<file path="src/rtl/sdram_cmd_controller.sv">
// Command-level controller for one 4-bank x16 SDR SDRAM: edge-detected ASCII user
// commands become registered one-cycle SDRAM pin commands plus read/write burst data moves.
module sdram_cmd_controller #(
  parameter int INIT_NOP_CYCLES = 20,
  parameter int REF_GAP         = 8
) (
  input  logic         clk_crontroller,
  input  logic         reset,
  input  logic [239:0] Command,
  input  logic [21:0]  Address,
  input  logic [7:0]   Burst_length,
  input  logic [7:0]   Accessing_mode,
  input  logic [7:0]   CAS_latency,
  input  logic [39:0]  Single_write_mode,
  input  logic [15:0]  DQ_SDRAM_CONT,
  input  logic [15:0]  DQ_USER_CONT,
  output logic [11:0]  A,
  output logic [1:0]   BS,
  output logic         clk_sdram,
  output logic         CKE,
  output logic         CS,
  output logic         RAS,
  output logic         CAS,
  output logic         WE,
  output logic         LDQM,
  output logic         UDQM,
  output logic [15:0]  DQ_CONT_SDRAM,
  output logic [15:0]  DQ_CONT_USER,
  output logic         Vcc,
  output logic         VccQ,
  output logic         Vss,
  output logic         VssQ,
  output logic [1:0]   fsm_state_o
);

  typedef enum logic [1:0] {ST_INIT = 2'd0, ST_IDLE = 2'd1, ST_PD = 2'd2} state_t;

  localparam logic [3:0] C_NOP = 4'b0111, C_ACT = 4'b0011, C_READ = 4'b0101, C_WRITE = 4'b0100;
  localparam logic [3:0] C_PRE = 4'b0010, C_REF = 4'b0001, C_MRS = 4'b0000, C_DESEL = 4'b1111;

  localparam logic [239:0] S_POWER_UP = 240'("power_up");
  localparam logic [239:0] S_ACT      = 240'("bank_activate");
  localparam logic [239:0] S_READ     = 240'("read");
  localparam logic [239:0] S_WRITE    = 240'("write");
  localparam logic [239:0] S_PRE      = 240'("bank_precharge");
  localparam logic [239:0] S_REF      = 240'("auto_refresh");
  localparam logic [239:0] S_MRS      = 240'("mode_register_set");
  localparam logic [239:0] S_END      = 240'("end_task");

  localparam logic [15:0] T_PRE  = 16'(INIT_NOP_CYCLES);
  localparam logic [15:0] T_REF1 = 16'(INIT_NOP_CYCLES + REF_GAP);
  localparam logic [15:0] T_REF2 = 16'(INIT_NOP_CYCLES + 2 * REF_GAP);
  localparam logic [15:0] T_MRS  = 16'(INIT_NOP_CYCLES + 3 * REF_GAP);

  state_t         state_q, state_d;
  logic [15:0]    cnt_q, cnt_d;
  logic [239:0]   cmd_prev_q, cmd_prev_d;
  logic [3:0]     bank_open_q, bank_open_d;
  logic           cke_q, cke_d;
  logic [3:0]     cmd_q, cmd_d;
  logic [11:0]    a_q, a_d;
  logic [1:0]     bs_q, bs_d;
  logic           dqm_q, dqm_d;
  logic [15:0]    dq_sdram_q, dq_sdram_d;
  logic [15:0]    dq_user_q, dq_user_d;
  logic [8:0]     rd_left_q, rd_left_d;
  logic [1:0]     rd_dly_q, rd_dly_d;
  logic [8:0]     wr_left_q, wr_left_d;

  logic [1:0]     bank;
  logic [8:0]     bl_val, wr_bl;
  logic [2:0]     bl_code;
  logic [1:0]     cl_val;
  logic           bt, single_wr, cmd_new;
  logic           start_rd, start_wr, kill;
  logic [11:0]    mrs_val;

  assign bank = Address[21:20];

  always_comb begin
    bl_val  = 9'd1;
    bl_code = 3'b000;
    case (Burst_length)
      "2":     begin bl_val = 9'd2;   bl_code = 3'b001; end
      "4":     begin bl_val = 9'd4;   bl_code = 3'b010; end
      "8":     begin bl_val = 9'd8;   bl_code = 3'b011; end
      "f":     begin bl_val = 9'd256; bl_code = 3'b111; end
      default: begin bl_val = 9'd1;   bl_code = 3'b000; end
    endcase
    cl_val    = (CAS_latency == "3") ? 2'd3 : 2'd2;
    bt        = (Accessing_mode == "i");
    single_wr = (Single_write_mode == "br&sw");
    wr_bl     = single_wr ? 9'd1 : bl_val;
    mrs_val   = {2'b00, single_wr, 2'b00, 1'b0, cl_val, bt, bl_code};
  end

  always_comb begin
    state_d     = state_q;
    cnt_d       = cnt_q;
    cmd_prev_d  = Command;
    bank_open_d = bank_open_q;
    cke_d       = cke_q;
    cmd_d       = C_NOP;
    a_d         = a_q;
    bs_d        = bs_q;
    dqm_d       = 1'b1;
    dq_sdram_d  = dq_sdram_q;
    dq_user_d   = dq_user_q;
    rd_left_d   = rd_left_q;
    rd_dly_d    = rd_dly_q;
    wr_left_d   = wr_left_q;
    cmd_new     = (Command != cmd_prev_q);
    start_rd    = 1'b0;
    start_wr    = 1'b0;
    kill        = 1'b0;

    case (state_q)
      ST_INIT: begin
        // Commands arriving here are consumed by cmd_prev_d and therefore ignored.
        cke_d = 1'b1;
        cnt_d = cnt_q + 16'd1;
        if (cnt_q == T_PRE) begin
          cmd_d       = C_PRE;
          a_d         = 12'h400;
          bs_d        = 2'b00;
          bank_open_d = 4'b0000;
        end else if (cnt_q == T_REF1 || cnt_q == T_REF2) begin
          cmd_d = C_REF;
        end else if (cnt_q == T_MRS) begin
          cmd_d   = C_MRS;
          a_d     = mrs_val;
          bs_d    = 2'b00;
          state_d = ST_IDLE;
          cnt_d   = 16'd0;
        end
      end
      ST_IDLE: begin
        cke_d = 1'b1;
        if (cmd_new) begin
          case (Command)
            S_POWER_UP: begin
              state_d     = ST_INIT;
              cnt_d       = 16'd0;
              bank_open_d = 4'b0000;
              kill        = 1'b1;
            end
            S_ACT: begin
              cmd_d             = C_ACT;
              bs_d              = bank;
              a_d               = Address[19:8];
              bank_open_d[bank] = 1'b1;
            end
            S_READ: if (bank_open_q[bank]) begin
              cmd_d    = C_READ;
              bs_d     = bank;
              a_d      = {4'b0000, Address[7:0]};
              start_rd = 1'b1;
            end
            S_WRITE: if (bank_open_q[bank]) begin
              cmd_d    = C_WRITE;
              bs_d     = bank;
              a_d      = {4'b0000, Address[7:0]};
              start_wr = 1'b1;
            end
            S_PRE: begin
              cmd_d             = C_PRE;
              bs_d              = bank;
              a_d               = 12'h000;
              bank_open_d[bank] = 1'b0;
              kill              = 1'b1;
            end
            S_REF: if (bank_open_q == 4'b0000) cmd_d = C_REF;
            S_MRS: begin
              cmd_d = C_MRS;
              a_d   = mrs_val;
              bs_d  = 2'b00;
            end
            S_END: begin
              cmd_d       = C_PRE;
              a_d         = 12'h400;
              bs_d        = 2'b00;
              bank_open_d = 4'b0000;
              state_d     = ST_PD;
              kill        = 1'b1;
            end
            default: cmd_d = C_NOP;
          endcase
        end
      end
      ST_PD: begin
        cke_d = 1'b0;
        cmd_d = C_DESEL;
        if (cmd_new && Command == S_POWER_UP) begin
          cke_d   = 1'b1;
          cmd_d   = C_NOP;
          state_d = ST_INIT;
          cnt_d   = 16'd0;
        end
      end
      default: state_d = ST_INIT;
    endcase

    // A new READ/WRITE/PRE replaces any running burst on the very edge it issues.
    if (start_rd) begin
      rd_left_d = bl_val;
      rd_dly_d  = cl_val - 2'd1;
      wr_left_d = 9'd0;
    end else if (start_wr) begin
      rd_left_d  = 9'd0;
      wr_left_d  = wr_bl - 9'd1;
      dq_sdram_d = DQ_USER_CONT;
      dqm_d      = 1'b0;
    end else if (kill) begin
      rd_left_d = 9'd0;
      wr_left_d = 9'd0;
    end else begin
      if (rd_left_q != 9'd0) begin
        if (rd_dly_q != 2'd0) begin
          rd_dly_d = rd_dly_q - 2'd1;
        end else begin
          dq_user_d = DQ_SDRAM_CONT;
          rd_left_d = rd_left_q - 9'd1;
          dqm_d     = 1'b0;
        end
      end
      if (wr_left_q != 9'd0) begin
        dq_sdram_d = DQ_USER_CONT;
        wr_left_d  = wr_left_q - 9'd1;
        dqm_d      = 1'b0;
      end
    end
  end

  always_ff @(posedge clk_crontroller or posedge reset) begin
    if (reset) begin
      state_q     <= ST_INIT;
      cnt_q       <= 16'd0;
      cmd_prev_q  <= 240'd0;
      bank_open_q <= 4'b0000;
      cke_q       <= 1'b0;
      cmd_q       <= C_DESEL;
      a_q         <= 12'h000;
      bs_q        <= 2'b00;
      dqm_q       <= 1'b1;
      dq_sdram_q  <= 16'h0000;
      dq_user_q   <= 16'h0000;
      rd_left_q   <= 9'd0;
      rd_dly_q    <= 2'd0;
      wr_left_q   <= 9'd0;
    end else begin
      state_q     <= state_d;
      cnt_q       <= cnt_d;
      cmd_prev_q  <= cmd_prev_d;
      bank_open_q <= bank_open_d;
      cke_q       <= cke_d;
      cmd_q       <= cmd_d;
      a_q         <= a_d;
      bs_q        <= bs_d;
      dqm_q       <= dqm_d;
      dq_sdram_q  <= dq_sdram_d;
      dq_user_q   <= dq_user_d;
      rd_left_q   <= rd_left_d;
      rd_dly_q    <= rd_dly_d;
      wr_left_q   <= wr_left_d;
    end
  end

  assign {CS, RAS, CAS, WE} = cmd_q;
  assign CKE           = cke_q;
  assign A             = a_q;
  assign BS            = bs_q;
  assign LDQM          = dqm_q;
  assign UDQM          = dqm_q;
  assign DQ_CONT_SDRAM = dq_sdram_q;
  assign DQ_CONT_USER  = dq_user_q;
  assign clk_sdram     = clk_crontroller;
  assign Vcc           = 1'b1;
  assign VccQ          = 1'b1;
  assign Vss           = 1'b0;
  assign VssQ          = 1'b0;
  assign fsm_state_o   = state_q;

endmodule

</file>
<file path="config.mk">
export PLATFORM = sky130hd
export DESIGN_NAME = sdram_cmd_controller
export DESIGN_NICKNAME = d
export VERILOG_FILES = /design/src/rtl/sdram_cmd_controller.sv
export SDC_FILE = /design/constraint.sdc
export NUM_CORES = 1
export LEC_CHECK = 0
export BUFFER_PORTS_ARGS = -buffer_cell sky130_fd_sc_hd__buf_2
export CORE_ASPECT_RATIO = 0.5
export CORE_MARGIN = 8
export CORE_UTILIZATION = 53
export DETAILED_ROUTE_END_ITERATION = 8
export PLACE_DENSITY = 0.91
export SYNTH_ARGS = -nofsm -noshare
export SYNTH_HDL_FRONTEND = slang
export SYNTH_SLANG_ARGS = --single-unit
export TNS_END_PERCENT = 1
</file>
<file path="constraint.sdc">
create_clock -name clk_crontroller -period 11.6 [get_ports clk_crontroller]
set_input_delay 1.16 -clock clk_crontroller [delete_from_list [all_inputs] [get_ports clk_crontroller]]
set_output_delay 1.16 -clock clk_crontroller [all_outputs]
set_load 0.005 [all_outputs]
</file>
# Word level (Yosys, flattened, before mapping)
# Index checks and enable logic that the tools add are counted.
[classes]
magnitude_cmp = 2
n_eq_ne = 40
bitwise_logic = 7
muxes = 85
reduce_logical = 32
addsub = 6
[op_table]
columns = ["op", "n"]
rows = [
  ["240-bit by 63-bit equality test with 1-bit output (second input constant)", 2],
  ["240-bit by 103-bit equality test with 1-bit output (second input constant)", 1],
  ["240-bit by 111-bit equality test with 1-bit output (second input constant)", 1],
  ["240-bit by 135-bit equality test with 1-bit output (second input constant)", 1],
  ["240-bit by 31-bit equality test with 1-bit output (second input constant)", 1],
  ["240-bit by 39-bit equality test with 1-bit output (second input constant)", 1],
  ["240-bit by 95-bit equality test with 1-bit output (second input constant)", 1],
  ["240-bit != test", 1],
  ["16-bit 2-to-1 mux", 9],
  ["9-bit 2-to-1 mux", 10],
  ["12-bit 2-to-1 mux", 5],
  ["12-bit one-hot mux with 5 select lines", 1],
  ["16-bit one-hot mux with 3 select lines", 1],
  ["40-bit by 39-bit equality test with 1-bit output (second input constant)", 1],
  ["9-bit one-hot mux with 4 select lines", 1],
  ["2-bit 2-to-1 mux", 17],
  ["16-bit by 5-bit equality test with 1-bit output (second input constant)", 2],
  ["16-bit by 6-bit equality test with 1-bit output (second input constant)", 2],
  ["8-bit by 6-bit equality test with 1-bit output (second input constant)", 4],
  ["9-bit by 1-bit subtractor with 9-bit output (second input constant)", 3],
  ["12-bit one-hot mux with 2 select lines", 1],
  ["4-bit one-hot mux with 3 select lines", 2],
  ["1-bit 2-to-1 mux", 20],
  ["2-bit != test (second input constant)", 10],
  ["other kinds (41)", 74],
]
[word_totals]
word_cells = 186
ff_bits = 334

# Depth between registers and ports, before layout
[logic_depth]
ltp_word = 9
mapped_depth = 12
ltp_nobuf = 12

==> impl_metrics.json <==
{
  "rr_startpoint": "cmd_prev_q[99]",
  "start_util_pct": 53.35,
  "final-setup-viol-count": 0,
  "relSlewSlack_pct": 11.29,
  "r2r_slack_ps": 7130,
  "final_net_count": 2244,
  "holdBufCountCts": 0,
  "dieHeight_um": 138.9,
  "synth_area_leader_cell": "dfrtp_1",
  "p_leak_nw": 8.730,
  "setup_tns_ps": 0,
  "ant_nets": 0,
  "status": "finished, final reports clean",
  "dieArea_mm2": 0.03637,
  "synth.avg_cell_area_um2": 11.08,
  "synth_sequential_area_ratio_pct": 52.24,
  "cp.required_ps": 10440,
  "routed_via_density": 6.341,
  "cts_setup_buffers": 0,
  "grt_use_met1_pct": 41.27,
  "top_usage_layer": "met2",
  "clock_latency_ps": 720,
  "cts_tree": "built",
  "port_buffers": 415,
  "drive_above_1_share_pct": 28.76,
  "place_congestion": 1.094,
  "grt_usage_pct": 33.20,
  "clk_pin_slew_worst_paths_ps": 70,
  "ys_top_cells_by_area": "dfrtp_1, xor2_1, nor4_1",
  "dr.pass1.iters": 9,
  "antenna_found_initial": 19,
  "synthDistinctLibCells": 79,
  "layout_setup_ws_ps": 4273,
  "hold_viol": 0,
  "whs_path_depth": 1,
  "finalClockSkew_ps": 25.93,
  "synth_top_flop_cell": "dfrtp_1",
  "rr_endpoint": "cnt_q[12]",
  "grt_use_met3_pct": 8.102,
  "yosys_warnings": 0,
  "grt_max_degree": 127,
  "slew_viol_final": 0,
  "max_cap_viol_count": 0,
  "wl_um": 62890,
  "synth_edf_count": 0,
  "core_mm2": 0.03001,
  "rows": 45,
  "ys_seq_elements": 334,
  "crit_arrival_ps": 6170,
  "async_reset_ff_share_pct": 100.0,
  "cp_max_fo": 2,
  "via_count": 14670,
  "met2_usage_pct": 53.80,
  "die_x_um": 261.8,
  "grt_overflow_total": 0,
  "holdCritStartpoint": "cnt_q[15]",
  "drt_first_iter_violations": 1881,
  "p_per_area_mw_per_mm2": 135.5,
  "fillers": 2225,
  "drc_errors": 0,
  "whs_ps": 481.4,
  "synthCells": 1445,
  "cts_resized": 0,
  "worstSetupEndpointType": "primary output",
  "grt_setup_unrepaired": "no",
  "start_kind": "clock port",
  "vdd_ir_drop_max_mv": 0.1232,
  "worst_pin_slew_ps": 1294,
  "pin_count": 420,
  "rr_worst_depth": 9,
  "wire_per_inst_um": 27.18,
  "area_growth_syn_to_layout_pct": 22.84,
  "grt_pass1_wl_um": 91760,
  "grt_pass1_vias": 14920,
  "synth_top_area_share_pct": 51.42,
  "min_to": "cnt_q[15]",
  "netlist_area_mm2": 0.01601,
  "hp-class": "flip-flop to flip-flop",
  "critical_path_class": "clock port to primary output",
  "dp_slack_ps": 4538,
  "hpwlAfterDp_um": 48630
}
==> sequential cells by signal (all words and copies together) (netlist names) <==
register,count
DQ_CONT_USER,16
bank_open_q,4
BS,2
A,12
rd_left_q,9
cmd_q,4
fsm_state_o,2
cnt_q,16
wr_left_q,9
DQ_CONT_SDRAM,16
cmd_prev_q,240
LDQM,1
CKE,1
rd_dly_q,2
==> cell usage in the layout (no fill, tap or decap), types with 27 or more instances in the layout <==
master,Yosys,routed
a21oi_1,34,34
buf_2,2,415
clkbuf_16,0,32
dfrtp_1,329,329
inv_1,28,27
mux2_2,35,35
nand2_1,78,78
nand3_1,31,31
nand4_1,55,55
nor2_1,81,81
nor3_1,37,37
nor4_1,139,139
o21ai_0,46,46
xor2_1,244,244
==> worst max-delay path: stages <==
cell and delay, ps:
clkbuf_16 120, clkbuf_16 130, buf_2 120
==> through the flow <==
step	util (%)	cells	area (um2)	total power, W
4_1_cts	65.37	2294	19620	0.002655
6_report	65.54	2314	19670	0.002666
3_5_place_dp	61.64	2238	18500	0.001530
5_1_grt	65.54	2314	19670	0.002726
2_1_floorplan	-	1447	16020	0.001364
3_3_place_gp	61.64	2238	18500	0.001520
==> cell usage after synthesis, drive strengths merged, types with 3 or more instances <==
library cell    n
dfrtp         329
nor3           37
or4b            3
a31oi           3
and3b           3
and3           17
nor2           81
nand4          55
nand2b         21
nor3b           5
nor4b           8
nand2          79
nand3b         14
nor2b          10
a221o           3
a21oi          34
and2            4
and4b           5
clkbuf         19
xnor2          11
dfstp           5
nor4          141
and4            9
o21a            3
ha             11
xor2          244
mux2           43
or3            15
nand3          31
or3b            3
and4bb          4
o21ai          50
or2             8
buf            11
mux2i           6
o22ai           3
o31ai           8
or4            21
nand4b         22
inv            28
nor4bb          7
==> power by group <==
| part | internal (W) | switching, W |
|---|---|---|
| clock network | 0.000657 | 0.000489 |
| registers | 0.00121 | 0.0000243 |
| logic | 0.000102 | 0.000181 |
| total | 0.00197 | 0.000695 |
==> cell type report <==
type | count | area (um2) | share of cell area [%]
diodes | 20 | 50.05 | 0.2545
clock buffers | 37 | 840.8 | 4.275
clock inverters | 20 | 284.0 | 1.444
inverters | 28 | 112.6 | 0.5725
multi-input cells | 1055 | 7393 | 37.59
flip-flops and latches | 334 | 8364 | 42.53
well taps | 399 | 499.2 | 2.538
repair buffers | 421 | 2125 | 10.80
==> worst max-delay path by stage <==
stage | slack [ps] | to | from | cells past startpoint
3_5_place_dp | 4540 | clk_sdram | clk_crontroller | 1
5_1_grt | 4270 | clk_sdram | clk_crontroller | 3
6_report | 4270 | clk_sdram | clk_crontroller | 3
3_3_place_gp | 4540 | clk_sdram | clk_crontroller | 1
4_1_cts | 4270 | clk_sdram | clk_crontroller | 3
2_1_floorplan | 1200 | A[0] | reset | 1
==> routing by layer <==
layer	vias up	wire [um]
met4	0	3841
met2	1018	29570
met5	-	0
met1	7224	22590
met3	283	6891
li1	6148	-
==> cell families after synthesis <==
| kind of cell | after synthesis | share of synthesized area (%) |
|---|---|---|
| AOI/OAI and AO/OA | 130 | 5.259 |
| other | 2 | 0.04690 |
| muxes | 50 | 3.657 |
| and+or+nand+nor | 605 | 22.36 |
| DFF | 334 | 52.24 |
| buffers and inverters | 58 | 1.633 |
| adders and majority gates | 11 | 0.8596 |
| xor gates and xnor gates | 255 | 13.95 |
Power figures use the tool's default switching activity.
